## src/rtl/clk_div_gen.sv

```systemverilog
// clk_div_gen: multi-channel divided-clock generator with a lock sequencer.
// Each channel produces a registered square wave with period div (high for
// floor(div/2) cycles). All channels start together after a settle interval.
// A valid/ready port reconfigures one channel at a time.
//
// Ports:
//   clk_in1    in   reference clock
//   reset      in   asynchronous, active-high reset
//   cfg_valid  in   reconfiguration request
//   cfg_ready  out  request can be accepted (high whenever reset is low)
//   cfg_chan   in   target channel index
//   cfg_div    in   new divide ratio (values below 2 are stored as 2)
//   cfg_phase  in   new start count (values >= divide are stored as 0)
//   clk_out    out  generated clocks, bit i = channel i
//   locked     out  all channels running with the current configuration
module clk_div_gen #(
  parameter  int unsigned NUM_CH      = 5,
  parameter  int unsigned DIV_W       = 8,
  parameter  int unsigned LOCK_CYCLES = 64,
  parameter  int unsigned DEF_DIV     = 2,
  localparam int unsigned CHW         = (NUM_CH > 1) ? $clog2(NUM_CH) : 1
) (
  input  logic              clk_in1,
  input  logic              reset,
  input  logic              cfg_valid,
  output logic              cfg_ready,
  input  logic [CHW-1:0]    cfg_chan,
  input  logic [DIV_W-1:0]  cfg_div,
  input  logic [DIV_W-1:0]  cfg_phase,
  output logic [NUM_CH-1:0] clk_out,
  output logic              locked
);

  localparam int unsigned LCW = $clog2(LOCK_CYCLES + 1);

  typedef enum logic {
    WAIT_LOCK = 1'b0,
    RUN       = 1'b1
  } state_e;

  state_e                         state_q, state_d;
  logic [LCW-1:0]                 lock_cnt_q, lock_cnt_d;
  logic [NUM_CH-1:0][DIV_W-1:0]   div_q, div_d;
  logic [NUM_CH-1:0][DIV_W-1:0]   phase_q, phase_d;
  logic [NUM_CH-1:0][DIV_W-1:0]   cnt_q, cnt_d;
  logic [NUM_CH-1:0]              clk_out_q, clk_out_d;
  logic                           locked_q, locked_d;

  logic [DIV_W-1:0] div_cl;
  logic [DIV_W-1:0] phase_cl;
  logic             cfg_hit;

  // The port is ready in every operating state; only reset blocks it.
  assign cfg_ready = ~reset;

  // Clamp the request and qualify it; out-of-range channels complete the
  // handshake but have no effect.
  always_comb begin
    div_cl   = (cfg_div < DIV_W'(2)) ? DIV_W'(2) : cfg_div;
    phase_cl = (cfg_phase >= div_cl) ? '0 : cfg_phase;
    cfg_hit  = cfg_valid && cfg_ready && (32'(cfg_chan) < NUM_CH);
  end

  // State and datapath registers.
  always_ff @(posedge clk_in1 or posedge reset) begin
    if (reset) begin
      state_q    <= WAIT_LOCK;
      lock_cnt_q <= '0;
      div_q      <= {NUM_CH{DIV_W'(DEF_DIV)}};
      phase_q    <= '0;
      cnt_q      <= '0;
      clk_out_q  <= '0;
      locked_q   <= 1'b0;
    end else begin
      state_q    <= state_d;
      lock_cnt_q <= lock_cnt_d;
      div_q      <= div_d;
      phase_q    <= phase_d;
      cnt_q      <= cnt_d;
      clk_out_q  <= clk_out_d;
      locked_q   <= locked_d;
    end
  end

  // Next-state and output logic.
  always_comb begin
    state_d    = state_q;
    lock_cnt_d = lock_cnt_q;
    div_d      = div_q;
    phase_d    = phase_q;
    cnt_d      = cnt_q;
    clk_out_d  = clk_out_q;
    locked_d   = locked_q;

    unique case (state_q)
      WAIT_LOCK: begin
        lock_cnt_d = lock_cnt_q + LCW'(1);
        clk_out_d  = '0;
        locked_d   = 1'b0;
        if (lock_cnt_q == LCW'(LOCK_CYCLES - 1)) begin
          // Every channel is preloaded from its phase on the same edge.
          state_d  = RUN;
          locked_d = 1'b1;
          for (int unsigned i = 0; i < NUM_CH; i++) begin
            cnt_d[i]     = phase_q[i];
            clk_out_d[i] = phase_q[i] < (div_q[i] >> 1);
          end
        end
      end
      RUN: begin
        for (int unsigned i = 0; i < NUM_CH; i++) begin
          cnt_d[i]     = (cnt_q[i] == div_q[i] - DIV_W'(1)) ? '0 : cnt_q[i] + DIV_W'(1);
          clk_out_d[i] = cnt_d[i] < (div_q[i] >> 1);
        end
      end
      default: state_d = WAIT_LOCK;
    endcase

    // An accepted request overrides everything, including the final lock edge,
    // and re-locks all channels so they stay phase aligned.
    if (cfg_hit) begin
      for (int unsigned i = 0; i < NUM_CH; i++) begin
        if (CHW'(i) == cfg_chan) begin
          div_d[i]   = div_cl;
          phase_d[i] = phase_cl;
        end
      end
      state_d    = WAIT_LOCK;
      lock_cnt_d = '0;
      locked_d   = 1'b0;
      clk_out_d  = '0;
    end
  end

  assign clk_out = clk_out_q;
  assign locked  = locked_q;

endmodule

```

## config.mk

```make
export PLATFORM = sky130hd
export DESIGN_NAME = clk_div_gen
export DESIGN_NICKNAME = d
export VERILOG_FILES = /design/src/rtl/clk_div_gen.sv
export SDC_FILE = /design/constraint.sdc
export NUM_CORES = 1
export LEC_CHECK = 0
export CAP_MARGIN = 20
export CELL_PAD_IN_SITES_DETAIL_PLACEMENT = 0
export CELL_PAD_IN_SITES_GLOBAL_PLACEMENT = 1
export CORE_MARGIN = 5
export CORE_UTILIZATION = 52
export DETAILED_ROUTE_END_ITERATION = 10
export PLACE_DENSITY_LB_ADDON = 0.25
export SYNTH_ARGS = -nofsm -noshare
export SYNTH_HDL_FRONTEND = slang
export SYNTH_SLANG_ARGS = --single-unit
```

## constraint.sdc

```tcl
create_clock -name clk_in1 -period 9.5 [get_ports clk_in1]
set_clock_uncertainty 0.2 [all_clocks]
set_input_delay 1.9 -clock clk_in1 [delete_from_list [all_inputs] [get_ports clk_in1]]
set_output_delay 1.9 -clock clk_in1 [all_outputs]
set_load 0.05 [all_outputs]
```

==> results.sh <==
export IMPL_syn_to_final_growth_pct=12.91
export IMPL_insertedDiodeCount=0
export IMPL_regArea_um2=3361
export IMPL_antenna_found_initial=0
export IMPL_io_buffers=28
export IMPL_cp_arrival_ns=3.88
export IMPL_p_leak_nw=4.486
export IMPL_cts_max_level=4
export IMPL_track_usage_pct=23.23
export IMPL_start_util_pct=52.27
export IMPL_outcome="finished, final reports clean"
export IMPL_synth_top_cells_by_area="dfrtp_1 36%, ha_1 11%, o21ai_0 7.2%"
export IMPL_yosysTopAreaCell="dfrtp_1"
export IMPL_min_period_ns=5.983
export IMPL_clockBufferDepth=2
export IMPL_synthArstFlopShare_pct=100.0
export IMPL_timing_hold_violations_final=0
export IMPL_vias=7119
export IMPL_clockRootBuffer="clkbuf_16"
export IMPL_path_clk_slew_ns=0.06
export IMPL_path_cells="clkdlybuf4s50_1 > inv_6 > clkdlybuf4s50_1"
export IMPL_numCtsBuffers=17
export IMPL_setup_viol=0
export IMPL_die_h_um=141.2
export IMPL_ctsHoldBuffers=0
export IMPL_maxSlewViolCount=0
export IMPL_core_um2=17120
export IMPL_grt_max_degree=88
export IMPL_drc_errors=0
export IMPL_gp_congestion=0.8621
export IMPL_ios=29
export IMPL_clock_fmax_ghz=0.1671
export IMPL_crit_path_max_incr_delay_ns=0.93
export IMPL_final_setup_tns_ns=0
export IMPL_synth_edf_count=0
export IMPL_place_area_um2=9405
export IMPL_synth_avg_cell_area_um2=8.805
export IMPL_grt_pass1_vias=6793
export IMPL_final_antenna_net_count=0
export IMPL_path_delay_family="buffers and inverters"
export IMPL_final_nets=1132
export IMPL_rsz0062_at_grt="false"
export IMPL_critPathKind="input pin to output port"
export IMPL_slew_headroom_pct=33.52
export IMPL_syn_cell_area_um2=8946
export IMPL_stdcell_area_um2=10100
export IMPL_netlist_instances=1016
export IMPL_multi_input_area_um2=5215
export IMPL_seq_area_frac_synth_pct=37.55
export IMPL_vias_per_cell=5.610
export IMPL_hold_path_class="flop to flop"
export IMPL_worstMarginPinSlew_ns=0.9944
export IMPL_startpoint_type="input pin"
export IMPL_clock_sinks=134
export IMPL_yosysTopAreaCellShare_pct=36.08
export IMPL_ys_warn_count=0
export IMPL_endpoint_kind="output port"
export IMPL_crit_slowest_cell="clkdlybuf4s50_1"
export IMPL_postLayoutCoreUtil_pct=59.01
export IMPL_placementRows=48
export IMPL_dr_pass1_iters=5
export IMPL_dp_cells=1235
export IMPL_chipWidth_um=141.2
export IMPL_required_ns=7.40
export IMPL_p_per_area_nw_per_um2=236.3
export IMPL_dieArea_um2=19930
export IMPL_crit_path_frequent_cell="clkdlybuf4s50_1"
export IMPL_grt_overflow=0
export IMPL_cts_tree="built"
export IMPL_drt_total_wl_mm=22.25
export IMPL_total_power_mw=2.387
export IMPL_syn_nets=1117
export IMPL_max_cap_violations=0
export IMPL_fin_crit_sh_pct=62.98
export IMPL_peakVddDrop_mv=0.1509
export IMPL_instances_no_fill=1269
export IMPL_crit_fanout=73
export IMPL_wl_per_cell_um=17.53
export IMPL_drive_above_1_share_pct=5.556
export IMPL_hpwl_mm=15.77
export IMPL_path_buf_inv=3
export IMPL_ys_types=63
export IMPL_r2r_slack_ns=5.67
export IMPL_ctsResizeCount=0
export IMPL_synth_ff_type="dfrtp_1"
export IMPL_post_cts_buffers=0
export IMPL_drt_iter0_drc=470
export IMPL_synth_ff_latch_count=134
export IMPL_grt_pass1_wl_mm=36.73
export IMPL_clk_latency_ns=0.42
export IMPL_fillerInstances=1546
-- synthesized netlist by cell type, types with 13 or more instances --
cell type  number
inv_1          58
nor2_1         61
nor2b_1        13
mux2i_1        37
a21oi_1        19
xnor2_1        39
nand3_1        35
nor3_1         19
ha_1           79
xor2_1         38
a21o_1         13
o21ai_0       129
nand2_1       147
clkbuf_1       27
dfrtp_1       129
nand2b_1       23
-- logic make-up (layout without fill, tap and decap cells) --
| logic type | Yosys count | count (layout) | share of synthesized area, % |
|---|---|---|---|
| xor+xnor | 77 | 77 | 7.538 |
| flops | 134 | 134 | 37.55 |
| mux | 38 | 38 | 4.266 |
| fa+ha+maj | 79 | 79 | 11.05 |
| buf+inv | 98 | 126 | 4.238 |
| compound gates | 232 | 232 | 16.46 |
| simple gates | 358 | 358 | 18.90 |
-- routing by layer --
layer	global-route usage [%]	share of wire, %	up-vias
li1	-	-	3603
met1	34.54	49	3346
met2	35.06	45	143
met3	4.037	4.6	27
met4	6.221	1.8	0
met5	0	0	-
-- cells in the final DEF (no fill, tap or decap), types with 23 or more instances in the layout --
cell	Yosys	final
nand2_1	147	147
nand2b_1	23	23
dfrtp_1	129	128
xnor2_1	39	39
mux2i_1	37	37
xor2_1	38	38
nor2_1	61	60
o21ai_0	129	129
ha_1	79	79
nand3_1	35	35
clkdlybuf4s50_1	0	28
inv_1	58	57
-- sequential cells by signal, indices dropped and copies added (netlist names) --
signal	count
lock_cnt_q	7
div_q	40
phase_q	40
locked	1
clk_out	5
state_q	1
cnt_q	40
-- worst reg2reg max path, delay by kind of cell (launching register included) --
family | cells | cell delay [ns]
simple gates | 7 | 1.36
flops | 1 | 0.60
buf+inv | 1 | 0.08
compound gates | 6 | 0.91
fa+ha+maj | 2 | 0.56
-- area by class of cell --
class	instances	share of cell area [%]
Clock buffer	20	4.521
Tap cell	225	2.787
Clock inverter	12	1.970
Sequential cell	134	33.27
Multi-Input combinational cell	784	51.63
Timing Repair Buffer	36	3.617
Inverter	58	2.205
-- final timing paths --
kind,start,to,cells after the start
max in group asynchronous,reset,state_q,3
min,phase_q[0],phase_q[0],2
min reg2reg,phase_q[0],phase_q[0],2
max reg2reg,div_q[33],clk_out[4],16
min in group asynchronous,reset,phase_q[24],2
max,reset,cfg_ready,3
-- power breakdown --
group	internal (mW)	switching, mW
logic	0.363	0.417
registers	0.691	0.184
clock network	0.479	0.253
total	1.53	0.854
-- per-stage QoR --
step / setup slack [ns] / hold slack (ns)
after floorplan: 2.468 / 0.2626
final: 3.517 / 0.3037
after global routing: 3.390 / 0.3424
after detailed placement: 3.486 / 0.2958
after global placement: 3.506 / 0.2872
after CTS: 3.487 / 0.3085
(Power assumes the default switching activity.)
